===== config.mk =====
export PLATFORM = sky130hd
export DESIGN_NAME = timer_dev
export DESIGN_NICKNAME = d
export VERILOG_FILES = /design/src/rtl/timer_dev.sv
export SDC_FILE = /design/constraint.sdc
export NUM_CORES = 1
export LEC_CHECK = 0
export ABC_AREA = 1
export CAP_MARGIN = 20
export CORE_AREA = 4 4 137 113
export DETAILED_ROUTE_END_ITERATION = 6
export DIE_AREA = 0 0 141 117
export PLACE_DENSITY_LB_ADDON = 0.15
export REMOVE_ABC_BUFFERS = 1
export SLEW_MARGIN = 20
export SYNTH_ARGS = -nofsm -noshare
export SYNTH_HDL_FRONTEND = slang
export SYNTH_SLANG_ARGS = --single-unit

===== constraint.sdc =====
create_clock -name clk -period 3.25 [get_ports clk]
set_clock_uncertainty 0.2 [all_clocks]
set_input_delay 0.65 -clock clk [delete_from_list [all_inputs] [get_ports clk]]
set_output_delay 0.65 -clock clk [all_outputs]
set_load 0.02 [all_outputs]

===== src/rtl/timer_dev.sv =====
// Memory-mapped interval timer behind the system bridge: CTRL/PRESET/COUNT registers,
// one-shot or auto-reload countdown, and a maskable level interrupt for HWInt.
module timer_dev (
   input  logic        clk,
   input  logic        reset,
   input  logic [1:0]  Addr,
   input  logic        WE,
   input  logic [31:0] DIn,
   output logic [31:0] DOut,
   output logic        IRQ
);

   typedef enum logic [1:0] {
      IDLE = 2'd0,
      LOAD = 2'd1,
      CNT  = 2'd2,
      INT  = 2'd3
   } state_t;

   state_t      state, state_nxt;
   logic        enable, enable_nxt;
   logic [1:0]  mode, mode_nxt;
   logic        im, im_nxt;
   logic [31:0] preset, preset_nxt;
   logic [31:0] count, count_nxt;
   logic        irq_flag, irq_flag_nxt;
   logic        flag_set, flag_clr_fsm;
   logic        wr_ctrl, wr_preset;

   // Bus: no handshake. A write commits at the rising edge where WE=1; a read is a pure
   // combinational decode of Addr with no side effects.
   assign wr_ctrl   = WE && (Addr == 2'd0);
   assign wr_preset = WE && (Addr == 2'd1);

   always_ff @(posedge clk) begin
      if (reset) begin
         state    <= IDLE;
         enable   <= 1'b0;
         mode     <= 2'd0;
         im       <= 1'b0;
         preset   <= 32'd0;
         count    <= 32'd0;
         irq_flag <= 1'b0;
      end else begin
         state    <= state_nxt;
         enable   <= enable_nxt;
         mode     <= mode_nxt;
         im       <= im_nxt;
         preset   <= preset_nxt;
         count    <= count_nxt;
         irq_flag <= irq_flag_nxt;
      end
   end

   always_comb begin
      state_nxt    = state;
      enable_nxt   = enable;
      mode_nxt     = mode;
      im_nxt       = im;
      preset_nxt   = preset;
      count_nxt    = count;
      flag_set     = 1'b0;
      flag_clr_fsm = 1'b0;

      case (state)
         IDLE: begin
            if (enable) state_nxt = LOAD;
         end
         LOAD: begin
            count_nxt = preset;
            state_nxt = CNT;
         end
         CNT: begin
            if (!enable) begin
               state_nxt = IDLE;
            end else if (count <= 32'd1) begin
               count_nxt = 32'd0;
               flag_set  = 1'b1;
               state_nxt = INT;
            end else begin
               count_nxt = count - 32'd1;
            end
         end
         INT: begin
            if (mode == 2'd1) begin
               flag_clr_fsm = 1'b1;
               state_nxt    = LOAD;
            end else begin
               enable_nxt = 1'b0;
               state_nxt  = IDLE;
            end
         end
         default: state_nxt = IDLE;
      endcase

      // Bus writes are applied after the FSM so a CTRL write overrides the one-shot Enable clear.
      if (wr_ctrl) begin
         enable_nxt = DIn[0];
         mode_nxt   = DIn[2:1];
         im_nxt     = DIn[3];
      end
      if (wr_preset) preset_nxt = DIn;

      if (flag_set)
         irq_flag_nxt = 1'b1;
      else if (wr_ctrl || wr_preset || flag_clr_fsm)
         irq_flag_nxt = 1'b0;
      else
         irq_flag_nxt = irq_flag;
   end

   always_comb begin
      DOut = 32'd0;
      case (Addr)
         2'd0:    DOut = {28'd0, im, mode, enable};
         2'd1:    DOut = preset;
         2'd2:    DOut = count;
         default: DOut = 32'd0;
      endcase
   end

   assign IRQ = im & irq_flag;

endmodule


==> results of run 1 <==
## path summary, 6_finish.rpt
kind	startpoint	end	slack, ns
hold / removal	preset[17]$_SDFFE_PP0P_	preset[17]$_SDFFE_PP0P_	0.26
setup / recovery	Addr[0]	DOut[15]	0.09
setup reg to reg	state[1]$_SDFFE_PP0P_	count[23]$_SDFFE_PP0P_	1.00
hold reg to reg	preset[17]$_SDFFE_PP0P_	preset[17]$_SDFFE_PP0P_	0.26
## routing by layer
layer,up-vias,wire (µm),track usage [%]
met2,88,5650,25.6
met4,0,87,4.26
met3,10,547,3.25
met1,1961,6200,20.9
li1,2145,-,-
met5,-,0,0
## state kept, by name, summed over array words and instances (netlist names)
| register | count |
|---|---|
| preset | 32 |
| im | 1 |
| mode | 2 |
| count | 32 |
| irq_flag | 1 |
| state | 2 |
| enable | 1 |
## per-stage QoR
stage | std cells | worst slack [ns] | total power, mW | utilization, %
2_1_floorplan | 580 | 0.710 | 1.71 | -
3_3_place_gp | 840 | 0.0273 | 1.98 | 35.8
3_5_place_dp | 840 | 0.0450 | 2.00 | 35.8
4_1_cts | 853 | 0.0317 | 2.95 | 37.7
5_1_grt | 853 | 0.00187 | 3.10 | 38.1
6_report | 853 | 0.0910 | 2.92 | 38.1
## worst max-delay path, delay by kind of cell
kind            cells  cell delay [ns]
buf+inv             5             1.43
compound gates      1             0.12
simple gates        1             0.09
## power by group
| group | total (mW) | internal (mW) | switching (mW) |
|---|---|---|---|
| registers | 0.992 | 0.931 | 0.0612 |
| logic | 0.985 | 0.336 | 0.649 |
| clock network | 0.940 | 0.580 | 0.360 |
## what timing repair did
item | in CTS | in global routing
endpoints found under the setup margin | 0 | 21
buffers inserted | 0 | 0
resized for setup | 0 | 21
## area by class of cell
class / instances / area (µm²)
clock buffers: 11 / 233
repair buffers: 76 / 833
multi-input cells: 429 / 2300
flip-flops and latches: 71 / 1420
inverters: 80 / 300
clock inverters: 2 / 35.0
well taps: 184 / 230
fillers: 1499 / 8700
## placed cells by master, fill, tap and decap left out, types with 3 or more instances in the layout
master,n
inv_1,76
nor3_1,3
clkbuf_16,9
buf_12,3
xor2_1,10
a21oi_1,58
a21oi_2,13
nand3_1,12
nand4_1,4
o22ai_1,28
nor2_1,60
o221ai_1,4
clkdlybuf4s50_1,48
dfxtp_1,71
nand2_2,13
o21ai_0,100
nand3_2,17
nor2_2,9
buf_4,4
dlymetal6s2s_1,21
inv_2,4
o21ai_1,9
nand2_1,77
nor2_4,5
## kinds of logic after synthesis
| kind of cell | Yosys count | synth area share (%) |
|---|---|---|
| AOI/OAI and AO/OA | 214 | 28.2 |
| xor gates and xnor gates | 10 | 2.10 |
| adders and majority gates | 2 | 0.600 |
| buffers and inverters | 112 | 10.8 |
| DFF | 71 | 34.1 |
| and+or+nand+nor | 203 | 24.2 |
==> metrics.md, run 1 <==
| Metric | Value |
|---|---|
| Yosys warns | `0` |
| Yosys reg bits | `71` |
| Routability congestion estimate | `0.859` |
| Core Rows | `39` |
| Worst hold path type | `reg2reg` |
| Global Route Usage Sum | `15.6%` |
| Startpoint types | `input pin` |
| Seq/Total Area, Yosys | `34.1%` |
| Worst vdd ir | `0.310 mV` |
| Die Height | `117 µm` |
| Distinct cell type count after synthesis | `29` |
| 1st-pass router iterations | `4` |
| Number of synthesized flops with an enable pin | `0` |
| H-tree level count | `3` |
| CTS tree | `built` |
| Via count | `4,204` |
| Critical Path Sink Type | `output pin` |
| IO buf count | `69` |
| Final Max Slew Viols | `0` |
| Most numerous cell in the Yosys netlist | `o21ai_0` |
| Dominant cell type by area after synthesis | `dfxtp_1` |
| Routed WL | `12,500 µm` |
| Cts bufs inserted | `9` |
| P_leak | `2.34 nW` |
| Clock Tree Root | `clkbuf_16` |
| # nets final | `706` |
| Avg Inst Size Synth | `6.81 µm²` |
| Slowest stage cell, crit path | `clkdlybuf4s50_1` |
| Residual DRC | `0` |
| Mapped Cells | `between 600 and 700` |
| Initial antenna violation count | `0` |
| Hold-fix buffers at CTS | `0` |
| Clock Pin Slew Worst Setup and Hold Paths | `around 0.050 ns` |
| # IOs | `70` |
| Ratio of cells with drive above 1 in the final layout | `12.3%` |
| WL per Instance | `between 10 and 15 µm` |
| CP cell instances | `clkdlybuf4s50_1, inv_1, nor2_2, inv_1, buf_12, o22ai_1, clkdlybuf4s50_1` |
| Worst Hold Depth | `2` |
| Synth cell count leaders | `o21ai_0 (100), nand2_1 (78), inv_1 (76)` |
| RSZ-0062 raised after global routing | `false` |
| Placed Area | `5030 µm²` |
| Diode count | `0` |
| Final antenna-violating net count | `0` |
| Initial Util | `29.7%` |
| Tcrit/Tclk final | `97.2%` |
| Slew at the pin closest to its max-slew limit | `0.612 ns` |
| PwrDens | `approximately 540 nW/µm²` |
| Final Hold Fails | `0` |
| R2R depth | `4` |
| Max Root-Sink Buffers | `2` |
| Max Freq | `0.317 GHz` |
| Run status | `complete, no violations` |
| TNS Setup | `0 ns` |
| Crit path DAT | `2.31 ns` |
| Max_cap viols | `0` |
| Drt via density | `4.93` |
| CP max FO | `21` |
| Placeable Area | `14,100 µm²` |
| Design area | `5360 µm²` |
| Die width | `141 µm` |
| Vias in the first global route | `4,269` |
| Starting DRT DRC Count | `288` |
| First-pass GRT wire length | `approximately 21,000 µm` |
| Synth area leaders | `dfxtp_1 (34%), o21ai_0 (12%), nand2_1 (7.0%)` |
| # setup viols final | `0` |
| Minimum clock period | `3.16 ns` |
| Synthesized cell area | `4170 µm²` |
| Clock latency on the worst-skew pair | `0.33 ns` |
| CTS Sinks | `71` |
| Share of the synthesized area in the top cell type | `34.1%` |
| Max stage delay on crit path | `0.63 ns` |
| Slew headroom | `59.2%` |
| Grt ovf | `0` |
| Pin count of the biggest net entering global routing | `63` |
| Post-synth top flop | `dfxtp_1` |
| DIE AREA | `16,500 µm²` |
| DP HPWL | `8710 µm` |
| Crit Path Category | `in2out` |
| Area grow syn2layout | `28.4%` |
| CP required | `2.40 ns` |
| WHS | `between 0.2 and 0.3 ns` |
| Ys async rst share | `0%` |
(Power assumes the default switching activity.)
==> run 2, diff against run 1 <==
--- a/config.mk
+++ b/config.mk
@@ -7,9 +7,9 @@
 export LEC_CHECK = 0
 export ABC_AREA = 1
 export CAP_MARGIN = 20
-export CORE_AREA = 4 4 137 113
+export CORE_AREA = 4 4 108 89
 export DETAILED_ROUTE_END_ITERATION = 6
-export DIE_AREA = 0 0 141 117
+export DIE_AREA = 0 0 112 93
 export PLACE_DENSITY_LB_ADDON = 0.15
 export REMOVE_ABC_BUFFERS = 1
 export SLEW_MARGIN = 20
==> run 2 against run 1 <==
Compared with the run above: critical path depth unchanged; via count up 1.1%; maximum frequency shrank 0.68%; global-route usage rose by 6.7 points; design area decreased by 3.6%; sequential share of layout area grew 0.99 points; sequential power about the same; routed wire length is 7.6% lower; power decreased by 8.5%; largest cell class unchanged.
==> metrics.md, run 2 (synthesis results as in run 1) <==
| Metric | Value |
|---|---|
| Global Route Usage Sum | `22.3% (+6.7 points)` |
| Final antenna-violating net count | `0 (unchanged)` |
| Clock latency on the worst-skew pair | `0.35 ns (+0.02 ns)` |
| CTS tree | `built` |
| Ratio of cells with drive above 1 in the final layout | `12.5% (+0.28 points)` |
| Run status | `complete, no violations` |
| Routability congestion estimate | `0.938 (+9.2%)` |
| Worst vdd ir | `0.318 mV (+2.7%)` |
| CP cell instances | `clkdlybuf4s50_1, inv_1, nor2_2, inv_1, buf_4, o22ai_1, clkdlybuf4s50_1` |
| Post-Place Setup Slack | `0.0630 ns (+0.0180 ns)` |
| WHS | `0.264 ns (-0.000113 ns)` |
| Startpoint types | `input pin` |
| RSZ-0062 raised after global routing | `false` |
| Commonest cells after routing, fill and taps aside | `o21ai_0 (100), nand2_1 (77), inv_1 (76)` |
| Slowest stage cell, crit path | `clkdlybuf4s50_1` |
| PwrDens | `517 nW/µm² (-5.1%)` |
| First-pass GRT wire length | `19,000 µm (-8.6%)` |
| Clock Pin Slew Worst Setup and Hold Paths | `0.07 ns (+0.02 ns)` |
| Top flop regs | `count (32), preset (32)` |
| Pin count of the biggest net entering global routing | `44 (-30%)` |
| Max stage delay on crit path | `0.63 ns (about the same)` |
| CP required | `2.40 ns (about the same)` |
| Crit Path Category | `in2out` |
| Max_cap viols | `0 (unchanged)` |
| Critical Path Sink Type | `output pin` |
| Via count | `4,252 (+1.1%)` |
| Slew headroom | `59.9% (+0.75 points)` |
| Placeable Area | `8450 µm² (-40%)` |
| Slew at the pin closest to its max-slew limit | `0.601 ns (-0.0113 ns)` |
| Cts bufs inserted | `9 (unchanged)` |
| Core Rows | `30 (-23%)` |
| Setup WS post-layout | `0.0692 ns (-0.0217 ns)` |
| IO buf count | `69 (unchanged)` |
| Starting DRT DRC Count | `183 (-36%)` |
| Minimum clock period | `3.18 ns (+0.0217 ns)` |
| Commonest non-fill, non-tap cell in the layout | `o21ai_0` |
| # nets final | `707 (+0.14%)` |
| Final Hold Fails | `0 (unchanged)` |
| Final Power | `2.67 mW (-8.5%)` |
| Residual DRC | `0 (unchanged)` |
| P_leak | `2.20 nW (-6.1%)` |
| 1st-pass router iterations | `5 (+1)` |
| Drt via density | `5.44 (+10%)` |
| Design area | `5160 µm² (-3.6%)` |
| Grt ovf | `0 (unchanged)` |
| Die Height | `93 µm (-21%)` |
| FILL cells | `817 (-45%)` |
| Crit path DAT | `2.33 ns (+0.02 ns)` |
| Die width | `112 µm (-21%)` |
| Initial Util | `49.4% (+20 points)` |
| Initial antenna violation count | `0 (unchanged)` |
| CP max FO | `13 (-38%)` |
| DIE AREA | `10,400 µm² (-37%)` |
| Clock Tree Root | `clkbuf_8` |
| Routed WL | `11,500 µm (-7.6%)` |
| # IOs | `70 (unchanged)` |
| Worst hold path type | `reg2reg` |
| Tcrit/Tclk final | `97.9% (+0.67 points)` |
| Placed Area | `4940 µm² (-1.9%)` |
| Max Root-Sink Buffers | `2 (unchanged)` |
| WL per Instance | `14.7 µm (+0.74%)` |
| H-tree level count | `3 (unchanged)` |
| Area grow syn2layout | `23.8%` |
| Final Max Slew Viols | `0 (unchanged)` |
| CTS Sinks | `71 (unchanged)` |
| TNS Setup | `0 ns (unchanged)` |
| # setup viols final | `0 (unchanged)` |
| Diode count | `0 (unchanged)` |
| DP HPWL | `8030 µm (-7.8%)` |
| Vias in the first global route | `4,126 (-3.3%)` |
| Max Freq | `0.314 GHz (-0.68%)` |
==> run 2: metrics by stage <==
stage          std cells  util, %
6_report             782     61.1
5_1_grt              782     61.1
4_1_cts              782     60.7
3_5_place_dp         769     58.5
3_3_place_gp         769     58.5
2_1_floorplan        580        -
==> run 2: area by class of cell <==
| type | count | area (µm²) | share of cell area (%) |
|---|---|---|---|
| clock inverter | 1 | 30.0 | 0.582 |
| tap | 112 | 140 | 2.71 |
| clock buffer | 12 | 155 | 3.01 |
| multi-input combinational | 429 | 2300 | 44.6 |
| timing repair buffer | 77 | 813 | 15.8 |
| sequential | 71 | 1420 | 27.5 |
| inverter | 80 | 300 | 5.82 |
==> run 2: path summary, 6_finish.rpt <==
kind,start,to,slack [ns],cells after the start
setup reg to reg,state[0]$_SDFFE_PP0P_,count[16]$_SDFFE_PP0P_,0.91,7
setup / recovery,Addr[0],DOut[16],0.07,7
hold reg to reg,preset[5]$_SDFFE_PP0P_,preset[5]$_SDFFE_PP0P_,0.26,2
hold / removal,preset[5]$_SDFFE_PP0P_,preset[5]$_SDFFE_PP0P_,0.26,2
==> run 2: critical path, delay by kind of cell <==
| family | cells | cell delay (ns) |
|---|---|---|
| AOI/OAI and AO/OA | 1 | 0.13 |
| buffers and inverters | 5 | 1.46 |
| and+or+nand+nor | 1 | 0.09 |
==> run 2: layer usage <==
layer  up-vias  global-route usage, %  share of wire [%]
li1       2151                      -                  -
met1      1956                   28.4                 46
met2       128                   37.4                 45
met3        17                   5.24                6.9
met4         0                   7.31                1.8
met5         -                      0                  0
==> run 2: timing repair <==
| item | in CTS | in global routing |
|---|---|---|
| endpoints found under the setup margin | 0 | 15 |
| hold endpoints to repair | 0 | 0 |
| hold buffers | 0 | 0 |
| resized for setup | 0 | 15 |
| setup buffers | 0 | 0 |
==> run 2: report_power, final <==
part           leakage, nW  internal [mW]  switching [mW]
logic                 1.53          0.336           0.639
registers            0.579          0.929          0.0615
clock network       0.0944          0.384           0.318
==> run 3, diff against run 2 <==
--- a/config.mk
+++ b/config.mk
@@ -7,9 +7,9 @@
 export LEC_CHECK = 0
 export ABC_AREA = 1
 export CAP_MARGIN = 20
-export CORE_AREA = 4 4 108 89
+export CORE_AREA = 4 4 97 99
 export DETAILED_ROUTE_END_ITERATION = 6
-export DIE_AREA = 0 0 112 93
+export DIE_AREA = 0 0 101 103
 export PLACE_DENSITY_LB_ADDON = 0.15
 export REMOVE_ABC_BUFFERS = 1
 export SLEW_MARGIN = 20
==> run 3 against run 2 <==
Compared with the run above: sequential power hardly changed; non-clock buffer count is 1 lower; die area is 0.12% lower; final cell count is 0.38% lower; clock-buffer cell count is 3 lower; flip-flop and latch count stayed put; routed wire length is 0.12% higher; design area is 0.73% higher; register-to-register slack worse by 0.45 ns; critical endpoint is now DOut[8]; largest power group unchanged; highest routed layer unchanged.
==> metrics.md, run 3 (synthesis results as in run 1) <==
| Metric | Value |
|---|---|
| Run status | `complete, no violations` |
| Cts bufs inserted | `9 (unchanged)` |
| Switch share | `38.5% (+0.37 points)` |
| Via count | `4,214 (-0.89%)` |
| Initial antenna violation count | `0 (unchanged)` |
| # nets final | `706 (-0.14%)` |
| TNS Setup | `0 ns (unchanged)` |
| Die Height | `103 µm (+11%)` |
| FILL cells | `826 (+1.1%)` |
| Clock latency on the worst-skew pair | `0.35 ns (about the same)` |
| Grt ovf | `0 (unchanged)` |
| Diode count | `0 (unchanged)` |
| Crit Path Category | `in2out` |
| DIE AREA | `10,400 µm² (-0.12%)` |
| Final Max Slew Viols | `0 (unchanged)` |
| CTS resizes | `0 (unchanged)` |
| Placeable Area | `8550 µm² (+1.2%)` |
| PwrDens | `529 nW/µm² (+2.3%)` |
| Tcrit/Tclk final | `97.0% (-0.88 points)` |
| P_leak | `2.38 nW (+8.4%)` |
| 1st-pass router iterations | `4 (-1)` |
| Int Power | `1.69 mW (+2.4%)` |
| Clock Pin Slew Worst Setup and Hold Paths | `0.07 ns (about the same)` |
| H-tree level count | `3 (unchanged)` |
| Pin count of the biggest net entering global routing | `55 (+25%)` |
| Slew at the pin closest to its max-slew limit | `1.16 ns (+0.555 ns)` |
| WHS | `0.268 ns (+0.00374 ns)` |
| Vias in the first global route | `4,072 (-1.3%)` |
| CP required | `2.40 ns (about the same)` |
| WL per Instance | `14.8 µm (+0.51%)` |
| Post-CTS setup buffer count | `0 (unchanged)` |
| Core Rows | `34 (+13%)` |
| Starting DRT DRC Count | `200 (+9.3%)` |
| Crit path DAT | `2.30 ns (-0.03 ns)` |
| Sw power | `1.06 mW (+4.0%)` |
| Max Root-Sink Buffers | `2 (unchanged)` |
| Area grow syn2layout | `24.7%` |
| Ratio of cells with drive above 1 in the final layout | `12.7% (+0.13 points)` |
| Commonest non-fill, non-tap cell in the layout | `o21ai_0` |
| RSZ-0062 raised after global routing | `false` |
| CP max FO | `16 (+3)` |
| CTS tree | `built` |
| Max_cap viols | `0 (unchanged)` |
| Die width | `101 µm (-9.8%)` |
| Gate power share | `35.9% (-0.6 points)` |
| Seq pwr share | `36.0% (-1.1 points)` |
| Drt via density | `5.41 (-0.51%)` |
| Startpoint types | `input pin` |
| Worst vdd ir | `0.276 mV (-13%)` |
| Top flop regs | `count (32), preset (32)` |
| Minimum clock period | `3.15 ns (-0.0286 ns)` |
| Max Freq | `0.317 GHz (+0.91%)` |
| Initial Util | `48.8% (-0.61 points)` |
| Hold-fix buffers at CTS | `0 (unchanged)` |
| Worst hold path type | `reg2reg` |
| Commonest cells after routing, fill and taps aside | `o21ai_0 (100), nand2_1 (77), inv_1 (76)` |
| # setup viols final | `0 (unchanged)` |
| Global Route Usage Sum | `23.1% (+0.80 points)` |
| # IOs | `70 (unchanged)` |
| Critical Path Sink Type | `output pin` |
| Clk pwr share | `28.1% (+1.8 points)` |
| Final Hold Fails | `0 (unchanged)` |
| DP HPWL | `8200 µm (+2.1%)` |
| First-pass GRT wire length | `19,300 µm (+1.5%)` |
| CTS Sinks | `71 (unchanged)` |
| Slew headroom | `22.9% (-37 points)` |
| Residual DRC | `0 (unchanged)` |
| Final antenna-violating net count | `0 (unchanged)` |
| IO buf count | `69 (unchanged)` |
| Routability congestion estimate | `0.851 (-9.2%)` |
| Routed WL | `11,500 µm (+0.12%)` |
| Clock Tree Root | `clkbuf_8` |
==> run 3: final timing paths <==
path | from | cells past startpoint | slack (ns) | to
setup / recovery | Addr[0] | 7 | 0.1 | DOut[8]
hold / removal | preset[10]$_SDFFE_PP0P_ | 2 | 0.27 | preset[10]$_SDFFE_PP0P_
setup reg to reg | state[1]$_SDFFE_PP0P_ | 4 | 0.46 | count[23]$_SDFFE_PP0P_
hold reg to reg | preset[10]$_SDFFE_PP0P_ | 2 | 0.27 | preset[10]$_SDFFE_PP0P_
==> run 3: cell type report <==
class                   count  area [µm²]  area share (%)
clock buffers               9         124            2.38
inverters                  80         300            5.77
multi-input cells         429        2300            44.3
clock inverters             6        86.3            1.66
repair buffers             76         831            16.0
well taps                 108         135            2.60
flip-flops and latches     71        1420            27.3
==> run 3: worst max-delay path: stages <==
cell	delay, ns
clkdlybuf4s50_1	0.47
inv_1	0.06
nor2_2	0.11
inv_1	0.07
buf_4	0.19
o22ai_1	0.12
clkdlybuf4s50_1	0.62
==> run 3: metrics by stage <==
step / utilization (%) / worst slack (ns) / total power [mW] / area, µm² / cells
final: 60.8 / 0.0978 / 2.75 / 5200 / 779
after global placement: 57.6 / 0.0538 / 1.97 / 4930 / 764
after detailed placement: 57.6 / 0.0272 / 2.00 / 4930 / 764
after CTS: 60.1 / 0.0129 / 2.76 / 5140 / 779
after floorplan: - / 0.710 / 1.71 / 4020 / 580
after global routing: 60.8 / 0.00342 / 2.93 / 5200 / 779
==> run 3: power by group through the flow <==
stage,combinational (mW),clock (mW),sequential [mW]
after floorplan,0.715,0,0.990
after global placement,0.965,0,1.01
after detailed placement,0.987,0,1.01
after CTS,0.993,0.778,0.989
after global routing,1.11,0.818,0.999
final,0.985,0.773,0.990
==> run 3: metal layers <==
metal	routed length [µm]	up-vias	track usage (%)
met5	0	-	0
met2	5850	86	41.5
met4	76	0	4.81
met1	5100	1967	28.6
met3	523	7	4.67
li1	-	2154	-
==> RTL edit 1 (flow settings as in run 2) <==
Add an input register stage for `Addr`, `WE` and `DIn`, without a reset; this delays them by one clock. Comments in the files are not updated.
--- a/src/rtl/timer_dev.sv
+++ b/src/rtl/timer_dev.sv
@@ -17,6 +17,16 @@
       INT  = 2'd3
    } state_t;
 
+   logic [1:0] Addr_q;
+   logic WE_q;
+   logic [31:0] DIn_q;
+
+   always_ff @(posedge clk) begin
+      Addr_q <= Addr;
+      WE_q   <= WE;
+      DIn_q  <= DIn;
+   end
+
    state_t      state, state_nxt;
    logic        enable, enable_nxt;
    logic [1:0]  mode, mode_nxt;
@@ -29,8 +39,8 @@
 
    // Bus: no handshake. A write commits at the rising edge where WE=1; a read is a pure
    // combinational decode of Addr with no side effects.
-   assign wr_ctrl   = WE && (Addr == 2'd0);
-   assign wr_preset = WE && (Addr == 2'd1);
+   assign wr_ctrl   = WE_q && (Addr_q == 2'd0);
+   assign wr_preset = WE_q && (Addr_q == 2'd1);
 
    always_ff @(posedge clk) begin
       if (reset) begin
@@ -95,11 +105,11 @@
 
       // Bus writes are applied after the FSM so a CTRL write overrides the one-shot Enable clear.
       if (wr_ctrl) begin
-         enable_nxt = DIn[0];
-         mode_nxt   = DIn[2:1];
-         im_nxt     = DIn[3];
+         enable_nxt = DIn_q[0];
+         mode_nxt   = DIn_q[2:1];
+         im_nxt     = DIn_q[3];
       end
-      if (wr_preset) preset_nxt = DIn;
+      if (wr_preset) preset_nxt = DIn_q;
 
       if (flag_set)
          irq_flag_nxt = 1'b1;
@@ -111,7 +121,7 @@
 
    always_comb begin
       DOut = 32'd0;
-      case (Addr)
+      case (Addr_q)
          2'd0:    DOut = {28'd0, im, mode, enable};
          2'd1:    DOut = preset;
          2'd2:    DOut = count;
Function: changed (Yosys sat finds a counterexample within 4 cycles, from zero or initial values and one cycle with reset high).
==> RTL edit 1 against run 2 <==
Highest routed layer unchanged. Wire length grew 9.3%. First-iteration DRC count rose by 120%. Total power rose by 28%. Global-route usage grew 2.3 points. Worst setup slack improved by 230 ps. Sequential cell count rose by 35. Core utilization is 7.0 points higher. Final area grew 11%. Synthesized cell count rose by 8.2%. Synthesized area increased by 14%. Final cell count up 7.2%.
==> RTL edit 1: results (changes against run 2) <==
----------------------------------------------------
[Cells and area]
  Multi-input gates ... 438 (+2.1%)
  Area growth from synthesis to layout ... 20.94%
  Clk_buf instances ... 10 (-2)
  Final Cell Area ... 0.005752 sq mm (+11%)
  Fraction of standard cell area in multi-input logic ... 0.3763 (-0.06962)
  Layout fillers ... 748 (-8.4%)
  Share of layout cells above drive strength 1 ... 0.07163 (-0.05375)
  Inverters ... 87 (+8.8%)

[Yosys]
  Fraction of the yosys area taken by sequential cells ... 0.4462 (+0.1054)
  Leading cell types by total area after synthesis ... sky130_fd_sc_hd__dfxtp_1 (45%), sky130_fd_sc_hd__o21ai_0 (11%), sky130_fd_sc_hd__a21oi_1 (7.2%), sky130_fd_sc_hd__nand2_1 (6.9%), sky130_fd_sc_hd__inv_1 (6.8%)
  Commonest cells in the synthesized netlist ... sky130_fd_sc_hd__dfxtp_1 (106), sky130_fd_sc_hd__o21ai_0 (106), sky130_fd_sc_hd__nand2_1 (88)
  Number of unique standard cell types used by synthesis ... 26 (-10%)

[Worst setup path]
  Largest stage delay, worst path ... 650 ps (+20 ps)
  Worst setup endpoint ... DOut[3]
  Launch point of the worst path ... Addr_q[0]
  Length in cells of the worst reg-to-reg path ... 12 (+5)
  Reg-to-reg critical path startpoint ... count[0]
  Arrival time reported for the critical path endpoint ... 2100 ps (-230 ps)

[Min path]
  Beginning of the worst hold path ... preset[6]
  Hold EP ... preset[6]

[Detailed routing]
  Count of routing violations after the opening detailed-route iteration ... 395 (+120%)
  Number of vias in the routed layout ... 4649 (+9.3%)
  Average vias per placed instance ... 5.548 (+2.0%)
  Total length of routed wires ... 12600 um (+9.3%)

[Placed design]
  Pre-CTS setup slack ... 722.5 ps (+659.5 ps)
  Estimated wirelength of the detail-placed design ... 8827 um (+9.9%)
  Routability cong. ... 0.9172 (-2.2%)
  Standard cell area after detailed placement ... 0.005519 sq mm (+12%)

[Outcome]
  Status ... complete, no violations

[Pwr]
  VDD IR-drop max ... 0.4012 mV (+26%)
  Switching part of the total power ... 0.3580 (-0.02359)

[GRT]
  Vias in the first global route ... 4406 (+6.8%)
  GRT Resource Usage Total ... 0.2461 (+0.02348)
  Maximum number of pins on one net before global-route repair ... 64 (+45%)
  Global-route wire length before repair ... 21070 um (+11%)

[Timing]
  Worst hold slack ... 275.0 ps (+11.10 ps)

[Clock tree]
  Clock-pin slew of the registers on the worst-case setup and hold paths ... 100 ps (+30 ps)

----------------------------------------------------
-- RTL edit 1: changes by cell type after synthesis, moves of 10 or more --
| cell | run 2 | this run |
|---|---|---|
| sky130_fd_sc_hd__dfxtp_1 | 71 | 106 |
| sky130_fd_sc_hd__nand3_1 | 12 | 31 |
| sky130_fd_sc_hd__a21oi_2 | 13 | 0 |
| sky130_fd_sc_hd__nand3_2 | 17 | 4 |
| sky130_fd_sc_hd__a21oi_1 | 58 | 68 |
| sky130_fd_sc_hd__inv_1 | 76 | 86 |
| sky130_fd_sc_hd__nand2_1 | 78 | 88 |
-- RTL edit 1: layer usage --
| layer | track usage | up-vias | wire (um) |
|---|---|---|---|
| met4 | 0.07007 | 0 | 139 |
| met1 | 0.3232 | 2195 | 5877 |
| met2 | 0.4122 | 127 | 5895 |
| met3 | 0.05239 | 17 | 689 |
| met5 | 0 | - | 0 |
| li1 | - | 2310 | - |
-- RTL edit 1: power groups by stage --
stage                     Combinational, mW  Sequential, mW  Clock, mW
final                                  1.02            1.47      0.931
after global routing                   1.16            1.49       1.01
after CTS                              1.02            1.47      0.953
after detailed placement               1.01            1.50          0
after global placement                0.986            1.50          0
after floorplan                       0.729            1.47          0
-- RTL edit 1: cells by family (layout without fill, tap and decap cells) --
logic type / after synthesis / after routing / synth area share
and+or+nand+nor: 216 / 216 / 0.2015
AOI/OAI and AO/OA: 216 / 216 / 0.2410
DFF: 106 / 106 / 0.4462
xor gates and xnor gates: 4 / 4 / 0.007366
buffers and inverters: 118 / 182 / 0.09866
adders and majority gates: 2 / 2 / 0.005261
==> RTL edit 2 (config.mk and constraints of run 2) <==
Made on the original files. Put a register stage on the output `DOut`, cleared by the reset. The value now appears one clock later. The other outputs are not delayed to match.
--- a/src/rtl/timer_dev.sv
+++ b/src/rtl/timer_dev.sv
@@ -16,6 +16,8 @@
       CNT  = 2'd2,
       INT  = 2'd3
    } state_t;
+
+   logic [31:0] DOut_d;
 
    state_t      state, state_nxt;
    logic        enable, enable_nxt;
@@ -110,16 +112,24 @@
    end
 
    always_comb begin
-      DOut = 32'd0;
+      DOut_d = 32'd0;
       case (Addr)
-         2'd0:    DOut = {28'd0, im, mode, enable};
-         2'd1:    DOut = preset;
-         2'd2:    DOut = count;
-         default: DOut = 32'd0;
+         2'd0:    DOut_d = {28'd0, im, mode, enable};
+         2'd1:    DOut_d = preset;
+         2'd2:    DOut_d = count;
+         default: DOut_d = 32'd0;
       endcase
    end
 
    assign IRQ = im & irq_flag;
 
+   always_ff @(posedge clk) begin
+      if (reset) begin
+         DOut <= '0;
+      end else begin
+         DOut <= DOut_d;
+      end
+   end
+
 endmodule
 
Formal check against the unedited RTL: not equivalent (a bounded check fails within 4 cycles, from zero or initial values and one cycle with reset high).
==> RTL edit 2 against run 2 <==
Worst setup slack better by 800 ps. Sequential share of layout area increased by 7.5 points. Sequential cell count rose by 32. Final area rose by 14%. Synthesized area grew 19%. Die area stayed put. Wire length is 13% higher. Final cell count grew 13%. Total power is 21% higher. First-iteration DRC count rose by 130%. Largest power group unchanged.
==> RTL edit 2: results (changes against run 2) <==
----------------------------------------------------
[Outcome]
  Status ... complete, no violations

[Timing]
  Worst-margin pin slew ... 680.3 ps (+79.27 ps)

[Pwr]
  Leakage power ... 2.311 nW (+5.1%)
  Switching part of the total power ... 0.3588 (-0.02274)
  VDD IR-drop max ... 0.3206 mV (+0.83%)

[Cells and area]
  Registers with the most flip-flops ... DOut x32, count x32, preset x32
  Share of layout cells above drive strength 1 ... 0.07226 (-0.05312)
  Post-layout nets ... 809 (+14%)

[Placed design]
  Routability cong. ... 0.9237 (-1.5%)
  Estimated wirelength of the detail-placed design ... 8976 um (+12%)

[Detailed routing]
  Count of routing violations after the opening detailed-route iteration ... 425 (+130%)
  Total length of routed wires ... 13040 um (+13%)
  Average vias per placed instance ... 5.488 (+0.93%)

[Worst setup path]
  Largest stage delay, worst path ... 480 ps (-150 ps)
  Arrival time reported for the critical path endpoint ... 2430 ps (+100 ps)
  Setup slack of the worst register-to-register path ... 870 ps (-40 ps)
  Worst reg2reg path endpoint ... count[12]
  Maximum fanout along the worst path ... 34 (+21)
  Critical-path cell with the highest stage delay ... sky130_fd_sc_hd__nand2_2

[Min path]
  Beginning of the worst hold path ... preset[3]
  Hold EP ... preset[3]

[GRT]
  Vias in the first global route ... 4534 (+9.9%)
  Global-route wire length before repair ... 21910 um (+15%)
  Maximum number of pins on one net before global-route repair ... 60 (+36%)
  GRT Resource Usage Total ... 0.2546 (+0.03194)

[Clock tree]
  Number of CTS-inserted buffers ... 9 (unchanged)
  Number of setup buffers added after CTS ... 0 (unchanged)
  Clock-pin slew of the registers on the worst-case setup and hold paths ... 90 ps (+20 ps)

[Yosys]
  Fraction of the yosys area taken by sequential cells ... 0.4169 (+0.07606)
  Commonest cells in the synthesized netlist ... sky130_fd_sc_hd__nand2_1 (181), sky130_fd_sc_hd__dfxtp_1 (103), sky130_fd_sc_hd__a21oi_1 (97)
  Leading cell types by total area after synthesis ... sky130_fd_sc_hd__dfxtp_1 (42%), sky130_fd_sc_hd__nand2_1 (14%), sky130_fd_sc_hd__a21oi_1 (9.8%), sky130_fd_sc_hd__o21ai_0 (8.2%), sky130_fd_sc_hd__nor2_1 (4.9%)
  Number of unique standard cell types used by synthesis ... 33 (+14%)

----------------------------------------------------
==> RTL edit 2: cells by family (layout without fill, tap and decap cells) <==
group / after synthesis / in the layout / share of synthesized area
flip-flops: 103 / 103 / 0.4169
XOR/XNOR: 13 / 13 / 0.02302
AO/OA/AOI/OAI: 189 / 189 / 0.1963
AND/OR/NAND/NOR: 324 / 324 / 0.2861
buffers and inverters: 89 / 144 / 0.07260
adder cells (fa/ha/maj): 2 / 2 / 0.005059
==> RTL edit 2: worst max path at each step <==
| stage | start | endpoint | slack [ps] |
|---|---|---|---|
| detailed placement | WE | enable | 630 |
| global placement | WE | irq_flag | 780 |
| global route | state[0] | count[12] | 700 |
| finish | state[0] | count[12] | 870 |
| floorplan | Addr[0] | preset[0] | -1110 |
| CTS | state[0] | count[12] | 950 |
==> RTL edit 2: per-stage QoR <==
stage | area, sq um | TNS [ps] | worst slack [ps] | hold WS [ps] | std cells
after floorplan | 4778 | -31330 | -1111 | 242.8 | 682
after global placement | 5672 | 0 | 781.6 | 254.6 | 871
after detailed placement | 5672 | 0 | 631.6 | 265.0 | 871
after CTS | 5881 | 0 | 945.2 | 278.5 | 887
after global routing | 5881 | 0 | 699.8 | 299.1 | 887
final | 5881 | 0 | 871.1 | 275.2 | 887
==> RTL edit 2: critical path: cells and delay by family, from the launching register on <==
family                 cells  cell delay (ps)
AOI/OAI and AO/OA          2              450
DFF                        1              440
buffers and inverters      2              450
and+or+nand+nor            3              700
==> RTL edit 2: cell type report <==
cell class              count  area (sq um)
fillers                   725          2565
well taps                 112         140.1
clock inverters             4         53.80
repair buffers             77         745.7
multi-input cells         528          2532
clock buffers              12         155.1
inverters                  51         191.4
flip-flops and latches    103          2062
==> RTL edit 2: per-layer routing <==
metal  wire (um)  global-route usage  up-vias
li1            -                   -     2444
met1        6174              0.3529     2206
met2        5735              0.4032      194
met3         909             0.05369       24
met4         218             0.07407        0
met5           0                   0        -
==> RTL edit 2: power by group through the flow <==
stage | Combinational (mW) | Clock, mW | Sequential, mW
floorplan | 0.711 | 0 | 1.41
global placement | 0.970 | 0 | 1.42
detailed placement | 0.986 | 0 | 1.42
CTS | 0.995 | 0.848 | 1.39
global route | 1.15 | 0.905 | 1.40
finish | 1.00 | 0.837 | 1.39
